File: config.mk
export PLATFORM = sky130hd
export DESIGN_NAME = int_sqrt_seq
export DESIGN_NICKNAME = d
export VERILOG_FILES = /design/src/rtl/int_sqrt_pkg.sv /design/src/rtl/int_sqrt_seq_step.sv /design/src/rtl/int_sqrt_seq.sv
export SDC_FILE = /design/constraint.sdc
export NUM_CORES = 1
export LEC_CHECK = 0
export CAP_MARGIN = 5
export CORE_MARGIN = 1
export CORE_UTILIZATION = 46
export CTS_CLUSTER_SIZE = 25
export DETAILED_ROUTE_END_ITERATION = 10
export PLACE_DENSITY_LB_ADDON = 0.3
export SLEW_MARGIN = 20
export SYNTH_ARGS = -nofsm -noshare
export SYNTH_HDL_FRONTEND = slang
export SYNTH_SLANG_ARGS = --single-unit
File: constraint.sdc
create_clock -name clock -period 3.54 [get_ports clock]
set_clock_uncertainty 0.1 [all_clocks]
set_input_delay 0.708 -clock clock [delete_from_list [all_inputs] [get_ports clock]]
set_output_delay 0.708 -clock clock [all_outputs]
set_load 0.005 [all_outputs]
File: src/rtl/int_sqrt_pkg.sv
// int_sqrt_pkg: shared state encoding and width check for the square-root unit.
package int_sqrt_pkg;
  typedef enum logic [1:0] {S_IDLE, S_ITER, S_FIX, S_DONE} state_t;
  function automatic bit width_ok(input int w);
    return (w % 2 == 0) && (w >= 4);
  endfunction
endpackage

File: src/rtl/int_sqrt_seq_step.sv
// sqrt_nr_step: one combinational non-restoring square-root iteration.
module sqrt_nr_step #(
  parameter int QW = 16
) (
  input  logic [QW+1:0] i_rem,
  input  logic [QW-1:0] i_root,
  input  logic [1:0]    i_bits,
  output logic [QW+1:0] o_rem,
  output logic [QW-1:0] o_root
);
  logic [QW+1:0] w_sh;
  // |rem| stays below 2^QW, so the bits shifted out are pure sign extension
  assign w_sh   = (QW+2)'({i_rem, i_bits});
  assign o_rem  = i_rem[QW+1] ? w_sh + {i_root, 2'b11} : w_sh - {i_root, 2'b01};
  assign o_root = {i_root[QW-2:0], ~o_rem[QW+1]};
endmodule

File: src/rtl/int_sqrt_seq.sv
// int_sqrt_seq: sequential non-restoring integer square root with result handshake and cancel.
// Optional round-to-nearest output q_rnd is enabled by defining INT_SQRT_ROUND_EN.
module int_sqrt_seq
  import int_sqrt_pkg::*;
#(
  parameter  int WIDTH = 32,
  localparam int QW    = WIDTH / 2,
  localparam int CW    = $clog2(WIDTH / 2)
) (
  input  logic             clock,
  input  logic             resetn,
  input  logic             load,
  input  logic [WIDTH-1:0] d,
  input  logic             cancel,
  input  logic             ack,
  output logic [QW-1:0]    q,
  output logic [QW:0]      r,
`ifdef INT_SQRT_ROUND_EN
  output logic [QW:0]      q_rnd,
`endif
  output logic             busy,
  output logic             ready,
  output logic [CW-1:0]    count
);
  if (!width_ok(WIDTH)) begin : g_bad_width
    $error("int_sqrt_seq: WIDTH must be even and at least 4");
  end
  state_t          r_state;
  logic [WIDTH-1:0] r_d;
  logic [QW+1:0]   r_rem;
  logic [QW-1:0]   r_root;
  logic [QW+1:0]   w_rem;
  logic [QW-1:0]   w_root;
  logic [QW:0]     w_fix;
  sqrt_nr_step #(.QW(QW)) u_step (
    .i_rem  (r_rem),
    .i_root (r_root),
    .i_bits (r_d[WIDTH-1:WIDTH-2]),
    .o_rem  (w_rem),
    .o_root (w_root)
  );
  // the corrected remainder fits in QW+1 bits, so the sign bit can be dropped
  assign w_fix = r_rem[QW+1] ? r_rem[QW:0] + {r_root, 1'b1} : r_rem[QW:0];
  always_ff @(posedge clock or negedge resetn) begin
    if (!resetn) begin
      r_state <= S_IDLE;
      r_d     <= '0;
      r_rem   <= '0;
      r_root  <= '0;
      q       <= '0;
      r       <= '0;
`ifdef INT_SQRT_ROUND_EN
      q_rnd   <= '0;
`endif
      busy    <= 1'b0;
      ready   <= 1'b0;
      count   <= '0;
    end else begin
      case (r_state)
        S_IDLE, S_DONE: begin
          if (load) begin
            r_d     <= d;
            r_rem   <= '0;
            r_root  <= '0;
            count   <= CW'(QW - 1);
            busy    <= 1'b1;
            ready   <= 1'b0;
            r_state <= S_ITER;
          end else if (r_state == S_DONE && ack) begin
            ready   <= 1'b0;
            r_state <= S_IDLE;
          end
        end
        S_ITER: begin
          if (cancel) begin
            busy    <= 1'b0;
            count   <= '0;
            r_state <= S_IDLE;
          end else begin
            r_rem  <= w_rem;
            r_root <= w_root;
            r_d    <= {r_d[WIDTH-3:0], 2'b00};
            if (count == '0) r_state <= S_FIX;
            else count <= count - CW'(1);
          end
        end
        S_FIX: begin
          if (cancel) begin
            busy    <= 1'b0;
            r_state <= S_IDLE;
          end else begin
            q       <= r_root;
            r       <= w_fix;
`ifdef INT_SQRT_ROUND_EN
            q_rnd   <= (w_fix > {1'b0, r_root}) ? {1'b0, r_root} + (QW+1)'(1) : {1'b0, r_root};
`endif
            busy    <= 1'b0;
            ready   <= 1'b1;
            r_state <= S_DONE;
          end
        end
        default: r_state <= S_IDLE;
      endcase
    end
  end
endmodule

==> reports/metrics.csv <==
metric,value,unit
status,completed,
p_int,3660,uW
synth_ff_type,dfrtp_1,
p_sw,2530,uW
core_area,12800,sq um
crit_chain,buf_4 > xnor2_1 > ha_1 > a21oi_1 > o21ai_0 > a211o_1 > a211o_1 > a21oi_2 > xnor2_1 > a22o_1,
synth-seq-cells,107,
synth_top_area_share,43.9,%
p_seq_share,31.8,%
cp.required,3680,ps
grt_setup_unrepaired,false,
synth_cells,661,
dp_hpwl,9870,um
cts-root-buf,clkbuf_16,
vdd_drop_max,0.463,mV
ant_nets,0,
grt_pass1_wl,23300,um
fin_cells,904,
globalplace.congestion,0.868,
holdBufCountCts,0,
layout_min_cycle_time,2930,ps
critical_path_class,flop to flop,
syn2layout_area_growth,20.4,%
fp.dieH,117,um
ys_top_cells_by_area,"dfrtp_1, nand2_1, ha_1",
cp-end-kind,flop,
post_cts_buffers,0,
pwr-share-comb,51.5,%
ys_seq_area_share,43.9,%
slowest_stage,dfrtp_1,
initial_core_util,47.7,%
path_clk_slew,70,ps
power.share.clock,16.6,%
antennaDiodeCount,0,
dp_cells,888,
hold_class,input pin to async pin,
pin_count,76,
grt_max_degree,98,
maxCapViolCount,0,
critPathArrivalTime,3070,ps
clock_path_buffers,2,
grt_pass1_vias,4756,
ys_types,49,
cts_resized,0,
finalNetCount,801,
vias,4954,
drtIter0Drc,299,
drive_gt1_share,5.05,%
maxSlewViolCount,0,
fin_tns_setup,0,ps
stdcell_area,7340,sq um
num_rows,41,
tightest_slew,736,ps
grt_use_total,22.1,%
p_total,6180,uW
p_leak,0.00334,uW
cp_max_fo,22,
p_per_area,842,nW/um^2
cts.sinks,107,
syn-cell-area,6100,sq um
fmax,341,MHz
htreeDepth,3,
die_area,13700,sq um
cts_tree,built,
cts_buffers,9,
routed_via_density,5.48,
wl,13800,um
overflow,0,
slew_headroom,50.9,%
fin_crit_sh,82.8,%
swShare,40.8,%
wl_per_cell,15.3,um
avgSynthCellArea,9.23,sq um
worst_skew_pair.late_latency,360,ps
antenna_found_initial,0,
die_w,117,um
postPlaceCellArea,7040,sq um
synth_edf_count,0,
dr.pass1.iters,5,
synth_top_area_cell,dfrtp_1,
synth_async_sr_flop_share,100,%
drc_errors,0,
portBuffers,75,
yosysWarningCount,0,
hold_violations,0,
setup_viol,0,
critPathLaunchType,flop,
slowest_delay,530,ps
syn_nets,735,
layer usage:
layer / up-vias / part of all wire, % / track usage, %
li1: 2444 / - / -
met1: 2354 / 47 / 29.9
met2: 139 / 46 / 35.0
met3: 17 / 4.6 / 3.55
met4: 0 / 2.3 / 10.1
met5: - / 0 / 0
Yosys cell counts (2+ instances only):
cell / number
nor3_1: 4
ha_1: 36
a211oi_1: 7
and3_1: 3
nor3b_1: 2
and2b_1: 2
nand2_1: 128
o31a_2: 2
nor2b_1: 5
nand4_1: 3
o21bai_1: 2
o211ai_1: 3
or3_1: 4
a31oi_1: 7
xor2_1: 9
mux2i_1: 36
a21o_1: 7
inv_1: 21
o31ai_1: 3
a21oi_1: 38
buf_1: 4
nand2b_1: 3
xnor2_1: 34
a22o_1: 21
buf_2: 2
a211o_1: 2
o21ai_0: 88
dfrtp_1: 107
o21a_1: 5
clkbuf_1: 20
nor2_1: 34
nand3_1: 2
area by class of cell:
cell class | instances | area (sq um)
fillers | 1085 | 5430
multi-input cells | 506 | 3240
flip-flops and latches | 107 | 2680
repair buffers | 82 | 826
clock buffers | 11 | 243
well taps | 172 | 215
inverters | 21 | 78.8
clock inverters | 5 | 60.1
sequential cells by signal (all words and copies together) (netlist names):
signal / flops
q: 16
r_state: 2
ready: 1
count: 4
r_root: 16
r_d: 32
r_rem: 18
busy: 1
r: 17
stage by stage:
stage          setup slack, ps  hold WS (ps)  utilization [%]
6_report                   609           314             57.5
5_1_grt                    481           385             57.5
4_1_cts                    616           336             57.5
3_5_place_dp               646           362             55.1
3_3_place_gp               740           357             55.1
2_1_floorplan              505           312                -
power by group through the flow:
stage	clock network, uW	logic (uW)	registers, uW
finish	1030	3190	1970
global route	1110	3620	2030
CTS	1060	3190	1970
detailed placement	0	3180	1990
global placement	0	3100	1970
floorplan	0	2390	1880
worst max-delay path: cells and delay by family (launching register included):
| family | cells | cell delay, ps |
|---|---|---|
| AOI/OAI and AO/OA | 6 | 1210 |
| xor gates and xnor gates | 2 | 210 |
| adders and majority gates | 1 | 360 |
| buffers and inverters | 1 | 390 |
| DFF | 1 | 530 |
cells in the final DEF (no fill, tap or decap), drive strengths merged, types with 9 or more instances in the layout:
master         instances
inv                   22
clkdlybuf4s50         74
nand2                128
a22o                  21
o21ai                 89
clkbuf                11
xor2                   9
nor2                  34
xnor2                 34
mux2i                 36
dfrtp                107
ha                    36
a21oi                 39
final timing paths:
check	start	to	slack [ps]	cells past startpoint
max in group asynchronous	resetn	r_d[7]	2290	2
hold / removal	resetn	q[5]	310	1
min in group clock	q[10]	q[10]	370	2
setup / recovery	r_rem[17]	r_rem[17]	610	10
setup reg to reg	r_rem[17]	r_rem[17]	610	10
hold reg to reg	q[10]	q[10]	370	2
kinds of logic (layout without fill, tap and decap cells):
group | Yosys count | after routing | synth area share [%]
DFF | 107 | 107 | 43.9
and+or+nand+nor | 193 | 193 | 13.1
adders and majority gates | 37 | 37 | 7.71
xor gates and xnor gates | 43 | 43 | 6.18
buffers and inverters | 48 | 119 | 3.06
AOI/OAI and AO/OA | 197 | 197 | 20.1
muxes | 36 | 36 | 5.91
Power figures use the tool's default switching activity.
